File: config.mk
export PLATFORM = sky130hd
export DESIGN_NAME = id_scan_arbiter
export DESIGN_NICKNAME = d
export VERILOG_FILES = /design/src/rtl/id_scan_arbiter.sv
export SDC_FILE = /design/constraint.sdc
export NUM_CORES = 1
export LEC_CHECK = 0
export CORE_AREA = 2 2 83 85
export DETAILED_ROUTE_END_ITERATION = 10
export DIE_AREA = 0 0 85 87
export PLACE_DENSITY = 0.58
export SLEW_MARGIN = 20
export SYNTH_ARGS = -nofsm -noshare
export SYNTH_HDL_FRONTEND = slang
export SYNTH_SLANG_ARGS = --single-unit
File: constraint.sdc
create_clock -name clk -period 5.5 [get_ports clk]
set_input_delay 1.375 -clock clk [delete_from_list [all_inputs] [get_ports clk]]
set_output_delay 1.375 -clock clk [all_outputs]
set_load 0.01 [all_outputs]
File: src/rtl/id_scan_arbiter.sv
// id_scan_arbiter: round-robin grant of whole character strings from two requesters into a
// letter-then-digit hit counter, with one registered result per string over valid/ready.
module id_scan_arbiter #(
  parameter int CNT_W = 8
) (
  input  logic             clk,
  input  logic             rst_n,
  input  logic [1:0]       req_valid,
  input  logic [7:0]       req_char0,
  input  logic [7:0]       req_char1,
  input  logic [1:0]       req_last,
  output logic [1:0]       req_ready,
  output logic             busy,
  output logic             res_valid,
  input  logic             res_ready,
  output logic             res_id,
  output logic [CNT_W-1:0] res_hits,
  output logic [CNT_W-1:0] res_len
);
  typedef enum logic [1:0] {IDLE, RUN, REPORT} state_t;
  state_t state;
  logic gnt, last_gnt, flag, flag_nx, letter, digit, acc;
  logic [7:0] ch;
  logic [CNT_W-1:0] hits, len, hits_nx, len_nx;
  assign ch = gnt ? req_char1 : req_char0;
  assign letter = (ch >= 8'h41 && ch <= 8'h5a) || (ch >= 8'h61 && ch <= 8'h7a);
  assign digit = ch >= 8'h30 && ch <= 8'h39;
  assign acc = state == RUN && req_valid[gnt];
  // a hit needs an unbroken letter-led run; digits neither set nor clear the flag
  assign flag_nx = letter || (digit && flag);
  assign hits_nx = (digit && flag && !(&hits)) ? hits + CNT_W'(1) : hits;
  assign len_nx = &len ? len : len + CNT_W'(1);
  assign req_ready = state == RUN ? (gnt ? 2'b10 : 2'b01) : 2'b00;
  assign busy = state != IDLE;
  always_ff @(posedge clk or negedge rst_n) begin
    if (!rst_n) begin
      state <= IDLE;
      gnt <= 1'b0;
      last_gnt <= 1'b1;
      flag <= 1'b0;
      hits <= '0;
      len <= '0;
      res_valid <= 1'b0;
      res_id <= 1'b0;
      res_hits <= '0;
      res_len <= '0;
    end else begin
      case (state)
        IDLE: if (|req_valid) begin
          gnt <= &req_valid ? ~last_gnt : req_valid[1];
          hits <= '0;
          len <= '0;
          flag <= 1'b0;
          state <= RUN;
        end
        RUN: if (acc) begin
          hits <= hits_nx;
          len <= len_nx;
          flag <= flag_nx;
          if (req_last[gnt]) begin
            res_valid <= 1'b1;
            res_id <= gnt;
            res_hits <= hits_nx;
            res_len <= len_nx;
            state <= REPORT;
          end
        end
        REPORT: if (res_ready) begin
          res_valid <= 1'b0;
          last_gnt <= gnt;
          state <= IDLE;
        end
        default: state <= IDLE;
      endcase
    end
  end
endmodule

==> flow_metrics.py <==
metrics = {
    "outcome": {
        "outcome": "complete, no violations",
    },
    "placement": {
        "io_buffers": 43,
        "gp_congestion": 0.749,
        "dp_hpwl_um": 3650,
        "dpl_cell_area_mm2": 0.00267,
    },
    "worst_setup_path": {
        "cp-end-kind": "output port",
        "cp.required_ns": 4.12,
        "startpoint_type": "register",
        "crit_fanout": 11,
        "regToRegSetupSlack_ns": 3.15,
        "r2r_end": "hits[3]",
        "critical_path_class": "register to output port",
        "r2r-start": "gnt",
        "worstPathArrival_ns": 1.83,
        "ff2ff_path_depth": 5,
    },
    "timing": {
        "setup_viol": 0,
        "grt_setup_unrepaired": "false",
        "finalHoldViolCount": 0,
        "relSlewSlack_pct": 40.5,
        "max_freq_mhz": 312,
        "drv_slew": 0,
        "period_minus_slack_ns": 3.20,
        "worst_hold_slack_ns": 0.480,
        "fin_tns_setup_ns": 0,
        "clock_skew_ns": 0.00800,
        "worstMarginPinSlew_ns": 0.892,
        "fin_crit_sh_pct": 58.3,
    },
    "power_and_ir_drop": {
        "swShare_pct": 35.2,
        "intPower_mw": 0.681,
        "p_sw_mw": 0.370,
        "p_total_mw": 1.05,
        "peakVddDrop_mv": 0.160,
        "pwr-share-comb_pct": 34.9,
        "p_per_area_mw_per_mm2": 376,
        "p_seq_share_pct": 38.0,
        "p_leak_nw": 1.08,
        "clkPwrFrac_pct": 27.1,
    },
    "layout": {
        "syn_to_final_growth_pct": 27.1,
        "drive_gt1_share_pct": 8.00,
        "post-route-cell-area_mm2": 0.00280,
        "nets": 299,
        "diodes": 0,
    },
    "cts": {
        "cts_buffers": 5,
        "clock_latency_ns": 0.30,
        "cts_setup_buffers": 0,
        "clockBufferDepth": 2,
        "cts.reportedPaths.clkPinSlew_ns": 0.08,
        "cts_resized": 0,
        "htree_levels": 2,
        "clock_sinks": 39,
        "clockRootBuffer": "clkbuf_8",
        "cts_hold_buf": 0,
        "cts_tree": "done",
    },
    "global_route": {
        "grt_max_degree": 40,
        "grt_pass1_vias": 1850,
        "grt_pass1_wl_um": 9050,
        "grt-ovfl-total": 0,
        "antenna_found_initial": 0,
        "grt_usage_pct": 15.3,
    },
    "detailed_routing": {
        "routed_wl_um": 5090,
        "drc": 0,
        "vias": 1891,
        "ant_nets": 0,
        "routedWlPerCell_um": 14.3,
        "drtIter0Drc": 108,
        "via_per_inst": 5.33,
        "drtPass1Iterations": 4,
    },
    "min_path": {
        "hold_class": "register to register",
        "hold_end": "res_len[7]",
        "hp-start": "res_len[7]",
        "hold_depth": 2,
    },
    "synth": {
        "synth_edf_count": 0,
        "ys_async_sr_fraction_pct": 100,
        "syn_area_per_cell_um2": 9.41,
        "synthesis.nets": 259,
        "yosysSeqAreaShare_pct": 44.4,
        "ys.flop_type": "dfrtp_1",
        "synth_cells": 234,
        "ys_warn_count": 0,
        "synth_seq_cells": 39,
        "ys_types": 53,
        "netlist_area_mm2": 0.00220,
    },
    "die": {
        "fp.dieW_um": 85,
        "ioPinCount": 44,
        "start_util_pct": 33.5,
        "rows": 30,
        "core_area_mm2": 0.00657,
        "design.die.area_mm2": 0.00740,
        "fp.dieH_um": 87,
    },
    "run": {
        "max_cap_violations": 0,
    },
}
-- per-layer routing --
layer | share of wire (%) | track usage (%) | up-vias
met1 | 48 | 20.5 | 900
met3 | 3.7 | 2.94 | 6
met5 | 0 | 0 | -
met2 | 47 | 24.9 | 29
li1 | - | - | 956
met4 | 1.2 | 5.05 | 0
-- kinds of logic (layout without fill, tap and decap cells) --
group	after synthesis	in the layout	share of synthesized area, %
simple gates	90	90	21.2
compound gates	75	75	24.3
fa+ha+maj	2	2	1.14
mux	6	6	2.79
xor+xnor	6	6	2.39
buf+inv	16	57	3.81
flops	39	39	44.4
-- final cells by class --
type	count	area, um^2
Fill cell	638	3770
Multi-Input combinational cell	179	1140
Sequential cell	39	977
Timing Repair Buffer	43	425
Tap cell	80	100
Clock buffer	6	72.6
Clock inverter	2	60.1
Inverter	6	22.5
-- flip-flops by register name, indices dropped and copies added (netlist names) --
signal	cells
res_len	8
flag	1
last_gnt	1
len	8
res_hits	8
res_id	1
gnt	1
res_valid	1
state	2
hits	8
-- cells in the final DEF (no fill, tap or decap), types with 2 or more instances in the layout --
master	Yosys	final
nand4b_1	2	2
bufinv_16	0	2
o21ai_0	25	25
o31ai_1	3	3
xor2_1	3	3
clkdlybuf4s50_1	0	42
nand2_1	35	35
nor2b_1	2	2
a31oi_1	4	4
and4_1	2	2
o311ai_0	5	5
dfrtp_1	38	38
o41ai_1	4	4
nand3_1	8	8
inv_1	6	6
xnor2_1	3	3
o211ai_1	3	3
clkbuf_8	0	5
nor3_1	3	3
o22ai_1	2	2
a22o_1	2	2
nand2b_1	6	6
nor2_1	16	16
or2b_2	2	2
mux2i_1	5	5
or3_1	2	2
ha_1	2	2
a21oi_1	13	13
nand4_1	4	4
-- metrics by stage --
step                      utilization [%]  setup WS, ns  instances
after detailed placement             40.6          1.98        347
final                                42.6          2.30        355
after global routing                 42.6          2.12        355
after global placement               40.6          1.99        347
after CTS                            42.6          2.28        355
after floorplan                         -          2.68        234
-- synth_stat cells, types with 4 or more instances --
cell type	n	share of area (%)
a21oi_1	13	3.0
a31oi_1	4	1.1
clkbuf_1	6	1.0
dfrtp_1	38	43
inv_1	6	1.0
mux2i_1	5	2.3
nand2_1	35	6.0
nand2b_1	6	1.7
nand3_1	8	1.8
nand4_1	4	1.1
nor2_1	16	2.7
o21ai_0	25	5.7
o311ai_0	5	2.0
o41ai_1	4	1.6
-- how the worst max path moves through the flow --
stage / startpoint / to / slack [ns] / depth (start not counted)
final: state[0] / req_ready[0] / 2.30 / 3
after global routing: req_valid[1] / res_hits[7] / 2.12 / 5
after CTS: state[0] / req_ready[0] / 2.28 / 3
after detailed placement: req_valid[1] / res_len[4] / 1.98 / 5
after global placement: req_char0[4] / hits[0] / 1.99 / 6
after floorplan: req_char0[6] / hits[5] / 2.68 / 6
-- worst max-delay path, cell delays in order, from the launching register on --
cell             delay, ns
dfrtp_1               0.52
or2b_2                0.37
nor2_1                0.11
clkdlybuf4s50_1       0.54
-- power by group through the flow --
| stage | clock network [mW] | registers [mW] | logic [mW] |
|---|---|---|---|
| floorplan | 0 | 0.384 | 0.251 |
| global placement | 0 | 0.405 | 0.370 |
| detailed placement | 0 | 0.402 | 0.374 |
| CTS | 0.294 | 0.398 | 0.374 |
| global route | 0.306 | 0.410 | 0.414 |
| finish | 0.285 | 0.399 | 0.367 |
(Power assumes the default switching activity.)
